==> src/rtl/fifo_burst_writer.sv <==
// fifo_burst_writer
// Write-side producer for the dual-clock FIFO, living entirely in the FIFO
// write domain. Words arrive on a valid/ready stream and are staged in a
// small buffer. Once a group is complete (buffer full, packet end, or idle
// timeout) the block waits until the FIFO reports enough free space,
// including a guard margin that covers the lag of the FIFO full/count
// flags. It then writes the group as one back-to-back burst.
//
// Ports:
//   i_arst      async reset, active-high
//   i_wclk      write-domain clock (rising edge)
//   i_valid     input word valid
//   o_ready     block can accept a word this cycle
//   i_data      input word
//   i_last      input word ends a packet (forces a flush)
//   o_we        FIFO write enable (registered)
//   o_wdata     FIFO write data (registered)
//   i_full      FIFO full flag
//   i_wcnt      FIFO write-side fill count (saturates at all-ones)
//   o_pkt_done  pulse on the write carrying a packet's last word
//   o_ovf_err   sticky: i_full seen high during a burst
module fifo_burst_writer #(
  parameter int DATA_WIDTH    = 8,
  parameter int ADDR_WIDTH    = 8,
  parameter int BURST_LEN     = 4,
  parameter int GUARD         = 4,
  parameter int FLUSH_TIMEOUT = 16
) (
  input  logic                  i_arst,
  input  logic                  i_wclk,
  input  logic                  i_valid,
  output logic                  o_ready,
  input  logic [DATA_WIDTH-1:0] i_data,
  input  logic                  i_last,
  output logic                  o_we,
  output logic [DATA_WIDTH-1:0] o_wdata,
  input  logic                  i_full,
  input  logic [ADDR_WIDTH-1:0] i_wcnt,
  output logic                  o_pkt_done,
  output logic                  o_ovf_err
);

  localparam int CNT_W = $clog2(BURST_LEN + 1);
  localparam int IDX_W = (BURST_LEN > 1) ? $clog2(BURST_LEN) : 1;
  localparam int TMR_W = (FLUSH_TIMEOUT > 1) ? $clog2(FLUSH_TIMEOUT) : 1;
  localparam int SPC_W = ADDR_WIDTH + 1;

  localparam logic [CNT_W-1:0] CNT_ZERO = {CNT_W{1'b0}};
  localparam logic [CNT_W-1:0] CNT_ONE  = CNT_W'(1);
  localparam logic [CNT_W-1:0] CNT_FULL = CNT_W'(BURST_LEN);
  localparam logic [TMR_W-1:0] TMR_ZERO = {TMR_W{1'b0}};
  localparam logic [TMR_W-1:0] TMR_ONE  = TMR_W'(1);
  localparam logic [TMR_W-1:0] TMR_END  = TMR_W'((FLUSH_TIMEOUT > 0) ? FLUSH_TIMEOUT - 1 : 0);
  // FIFO capacity is 2**ADDR_WIDTH-1 words; kept one bit wider so the
  // free-space arithmetic never wraps.
  localparam logic [SPC_W-1:0] FIFO_CAP = {1'b0, {ADDR_WIDTH{1'b1}}};
  localparam logic [SPC_W-1:0] GUARD_W  = SPC_W'(GUARD);

  typedef enum logic [1:0] {
    FILL      = 2'd0,
    WAIT_ROOM = 2'd1,
    BURST     = 2'd2
  } state_t;

  state_t                  state_r;
  logic [CNT_W-1:0]        count_r;
  logic [CNT_W-1:0]        idx_r;
  logic [TMR_W-1:0]        timer_r;
  logic                    last_flag_r;
  logic [DATA_WIDTH-1:0]   buf_r [BURST_LEN];

  logic                    accept_s;
  logic [SPC_W-1:0]        free_s;
  logic [SPC_W-1:0]        need_s;
  logic                    room_s;
  logic                    issue_last_s;

  // Ready is gated by reset so nothing is accepted while i_arst is high.
  assign o_ready      = (state_r == FILL) && (count_r < CNT_FULL) && !i_arst;
  assign accept_s     = i_valid && o_ready;
  assign free_s       = FIFO_CAP - {1'b0, i_wcnt};
  assign need_s       = SPC_W'(count_r) + GUARD_W;
  assign room_s       = !i_full && (free_s >= need_s);
  assign issue_last_s = (idx_r == (count_r - CNT_ONE));

  // Staging buffer: accepted words land at the current fill position.
  always_ff @(posedge i_wclk or posedge i_arst) begin
    if (i_arst) begin
      for (int i = 0; i < BURST_LEN; i++) begin
        buf_r[i] <= {DATA_WIDTH{1'b0}};
      end
    end else if (accept_s) begin
      buf_r[count_r[IDX_W-1:0]] <= i_data;
    end else begin
      buf_r <= buf_r;
    end
  end

  // Control FSM with registered write-port outputs.
  always_ff @(posedge i_wclk or posedge i_arst) begin
    if (i_arst) begin
      state_r     <= FILL;
      count_r     <= CNT_ZERO;
      idx_r       <= CNT_ZERO;
      timer_r     <= TMR_ZERO;
      last_flag_r <= 1'b0;
      o_we        <= 1'b0;
      o_wdata     <= {DATA_WIDTH{1'b0}};
      o_pkt_done  <= 1'b0;
      o_ovf_err   <= 1'b0;
    end else begin
      case (state_r)
        FILL: begin
          o_we       <= 1'b0;
          o_pkt_done <= 1'b0;
          if (accept_s) begin
            count_r <= count_r + CNT_ONE;
            timer_r <= TMR_ZERO;
            if (i_last) begin
              last_flag_r <= 1'b1;
            end
            if (i_last || ((count_r + CNT_ONE) == CNT_FULL)) begin
              state_r <= WAIT_ROOM;
            end
          end else if (count_r == CNT_ZERO) begin
            timer_r <= TMR_ZERO;
          end else if ((FLUSH_TIMEOUT != 0) && (timer_r == TMR_END)) begin
            // Idle partial group: flush it rather than hold words forever.
            state_r <= WAIT_ROOM;
          end else begin
            timer_r <= timer_r + TMR_ONE;
          end
        end

        WAIT_ROOM: begin
          o_we       <= 1'b0;
          o_pkt_done <= 1'b0;
          if (room_s) begin
            state_r <= BURST;
          end
        end

        BURST: begin
          if (!i_full) begin
            o_we    <= 1'b1;
            o_wdata <= buf_r[idx_r[IDX_W-1:0]];
            if (issue_last_s) begin
              state_r     <= FILL;
              count_r     <= CNT_ZERO;
              idx_r       <= CNT_ZERO;
              timer_r     <= TMR_ZERO;
              o_pkt_done  <= last_flag_r;
              last_flag_r <= 1'b0;
            end else begin
              idx_r      <= idx_r + CNT_ONE;
              o_pkt_done <= 1'b0;
            end
          end else begin
            // Full mid-burst means the guard margin was violated: pause
            // without advancing and flag it permanently.
            o_we       <= 1'b0;
            o_pkt_done <= 1'b0;
            o_ovf_err  <= 1'b1;
          end
        end

        default: begin
          state_r     <= FILL;
          count_r     <= CNT_ZERO;
          idx_r       <= CNT_ZERO;
          timer_r     <= TMR_ZERO;
          last_flag_r <= 1'b0;
          o_we        <= 1'b0;
          o_pkt_done  <= 1'b0;
        end
      endcase
    end
  end

endmodule

==> config.mk <==
export PLATFORM = sky130hd
export DESIGN_NAME = fifo_burst_writer
export DESIGN_NICKNAME = d
export VERILOG_FILES = /design/src/rtl/fifo_burst_writer.sv
export SDC_FILE = /design/constraint.sdc
export NUM_CORES = 1
export LEC_CHECK = 0
export BUFFER_PORTS_ARGS = -buffer_cell sky130_fd_sc_hd__buf_2
export CAP_MARGIN = 20
export CORE_MARGIN = 2
export CORE_UTILIZATION = 26
export DETAILED_ROUTE_END_ITERATION = 8
export SYNTH_ARGS = -nofsm -noshare
export SYNTH_HDL_FRONTEND = slang
export SYNTH_SLANG_ARGS = --single-unit
export TNS_END_PERCENT = 20
==> constraint.sdc <==
create_clock -name i_wclk -period 2.8 [get_ports i_wclk]
set_input_delay 0.42 -clock i_wclk [delete_from_list [all_inputs] [get_ports i_wclk]]
set_output_delay 0.42 -clock i_wclk [all_outputs]
set_load 0.01 [all_outputs]
==> results.py <==
metrics = {
    "die": {
        "fp-row-count": 37,
        "ios": 33,
        "initial_core_util_pct": 26.9,
        "die_h_um": 108,
        "die_w_um": 108,
        "die_area_sq_mm": 0.0116,
        "core-area_sq_mm": 0.0104,
    },
    "sta": {
        "whs_ns": 0.0301,
        "worst_pin_slew_ns": 0.699,
        "tns_ns": 0,
        "max_clock_freq_mhz": 427,
        "layout_min_cycle_time_ns": 2.34,
        "finalSetupViolCount": 0,
        "hold_viol_final": 0,
        "finalClockSkew_ns": 0.0106,
        "min_period_over_period_pct": 83.6,
        "max-slew-margin-rel_pct": 53.0,
        "rsz0062_at_grt": "no",
        "drv_slew": 0,
    },
    "synth": {
        "ys_seq_elements": 56,
        "ys.warnings.count": 0,
        "yosysTopAreaCellShare_pct": 50.0,
        "synth_cell_types": 49,
        "synthesis.area_sq_mm": 0.00280,
        "synth_area_per_cell_sq_um": 13.7,
        "ys.flop_type": "dfrtp_1",
        "seq_area_frac_synth_pct": 50.0,
        "synth_edf_count": 0,
        "synth_top_cell_by_area": "dfrtp_1",
        "synthTopCellsByArea": "dfrtp_1, mux2_2, mux4_2, ha_1, inv_1",
        "syn-num-nets": 238,
        "netlist_instances": 205,
        "async_flop_share_pct": 100,
    },
    "routing": {
        "drc_errors": 0,
        "drt-initial-drc-count": 50,
        "avgRoutedWirePerCell_um": 14.5,
        "vias": 1738,
        "drt-total-wl_um": 5490,
        "via_per_inst": 4.59,
        "final_antenna_net_count": 0,
        "drt_first_pass_iters": 4,
    },
    "critical_path": {
        "cp_max_fo": 7,
        "crit_path_start_kind": "flip-flop",
        "worstPathArrival_ns": 2.55,
        "worst-r2r-cell-count": 6,
        "reg2reg_slack_ns": 0.46,
        "path_class": "reg -> reg",
        "reg2reg_to": "count_r[0]",
        "end_kind": "flip-flop",
        "cp_data_required_time_ns": 3.01,
        "r2r-start": "count_r[0]",
    },
    "clock_tree": {
        "path_clk_slew_ns": 0.11,
        "post_cts_resized": 0,
        "worstSkewPairLatency_ns": 0.31,
        "clockBufferDepth": 2,
        "cts_buffers": 5,
        "post_cts_buffers": 0,
        "postCtsHoldBufs": 0,
        "cts_tree": "done",
        "cts-root-buf": "clkbuf_8",
        "h-tree-depth": 2,
        "cts.sinks": 56,
    },
    "grt": {
        "overflow": 0,
        "grt_pass1_wl_um": 8910,
        "grt_pass1_vias": 1752,
        "grt_max_degree": 31,
        "antenna_found_initial": 0,
        "track_usage_pct": 9.92,
    },
    "final_layout": {
        "fin_nets": 275,
        "fin_cells": 379,
        "diodes": 0,
        "final_common_cell": "dfrtp_1",
        "area_growth_pct": 14.3,
        "drive_above_1_share_pct": 45.7,
        "final_cell_mix": "dfrtp_1, mux2_2, buf_2",
    },
    "run_status": {
        "status": "finished clean",
    },
    "placement": {
        "gp_congestion": 0.783,
        "port_buffers": 32,
        "dpl.hpwl_um": 4010,
        "placed_cells": 371,
    },
    "power_and_ir_drop": {
        "ir_drop_mv": 0.298,
        "switching_power_mw": 1.12,
        "clockPowerShare_pct": 14.6,
        "p_leak_nw": 1.49,
        "finalPower_mw": 3.18,
        "comb_power_share_pct": 42.1,
        "powerDensity_mw_per_mm2": 993,
        "swShare_pct": 35.2,
        "p_int_mw": 2.06,
        "power_frac_seq_pct": 43.3,
    },
    "worst_hold_path": {
        "min_path_type": "in -> async",
    },
    "flow_run": {
        "maxCapViolCount": 0,
    },
}
## metal layers
layer  part of all wire, %  track usage (%)  vias up  wire [um]
met5                     0                0        -          0
met4                  0.84             2.20        0         46
met3                   3.1             2.42        4        172
met2                    48             16.4       25       2620
met1                    48             13.2      884       2650
li1                      -                -      825          -
## how the worst max path moves through the flow
stage | endpoint | slack, ns | start | cells past startpoint
3_3_place_gp | timer_r[2] | 0.53 | count_r[0] | 6
4_1_cts | timer_r[2] | 0.45 | count_r[0] | 6
3_5_place_dp | timer_r[2] | 0.45 | count_r[0] | 6
6_report | count_r[0] | 0.46 | count_r[0] | 6
2_1_floorplan | timer_r[2] | 0.64 | count_r[0] | 6
5_1_grt | count_r[1] | 0.33 | count_r[0] | 6
## registers in the layout, summed over array words and instances, names as in the netlist
signal,cells
o_ovf_err,1
timer_r,4
idx_r,3
o_we,1
o_wdata,8
o_pkt_done,1
last_flag_r,1
state_r,2
count_r,3
buf_r,32
## critical path, stage by stage (launching register included)
cell and delay (ns):
dfrtp_1 0.48, inv_1 0.12, ha_1 0.26, xor3_4 0.49, nor4_4 0.35, o21ai_0 0.23
a31o_2 0.32
## stage by stage
step | cell area, sq um | utilization, % | setup slack [ns]
floorplan | 2800 | - | 0.636
global placement | 3110 | 29.9 | 0.526
detailed placement | 3110 | 29.9 | 0.450
CTS | 3200 | 30.8 | 0.452
global route | 3200 | 30.8 | 0.335
finish | 3200 | 30.8 | 0.460
## kinds of logic after synthesis
group	Yosys count	share of synthesized area [%]
mux	48	22.5
simple gates	43	9.91
xor+xnor	4	1.92
buf+inv	18	3.53
flops	56	50.0
fa+ha+maj	12	5.35
compound gates	24	6.83
## power by group through the flow
stage	Sequential, mW	Clock, mW	Combinational (mW)
2_1_floorplan	1.32	0	1.11
3_3_place_gp	1.38	0	1.31
3_5_place_dp	1.40	0	1.36
4_1_cts	1.38	0.482	1.36
5_1_grt	1.43	0.518	1.47
6_report	1.38	0.465	1.34
## Yosys cell counts, types with 2 or more instances
cell type / n
a21o_1: 3
a31o_2: 3
a31oi_1: 2
and3_1: 3
clkbuf_8: 2
dfrtp_1: 56
ha_1: 12
inv_1: 12
mux2_2: 39
mux4_2: 8
nand2_1: 5
nand2_2: 4
nand3_1: 2
nor2_1: 5
nor2b_1: 2
nor3_1: 5
nor3b_1: 2
nor4_1: 2
o21ai_0: 4
o41ai_1: 3
xnor2_1: 3
## final cells by class
cell class | count | area (sq um)
repair buffers | 36 | 190
well taps | 136 | 170
flip-flops and latches | 56 | 1400
fillers | 1071 | 7210
multi-input cells | 131 | 1300
clock inverters | 3 | 25.0
clock buffers | 5 | 68.8
inverters | 12 | 45.0
Power figures use the tool's default switching activity.
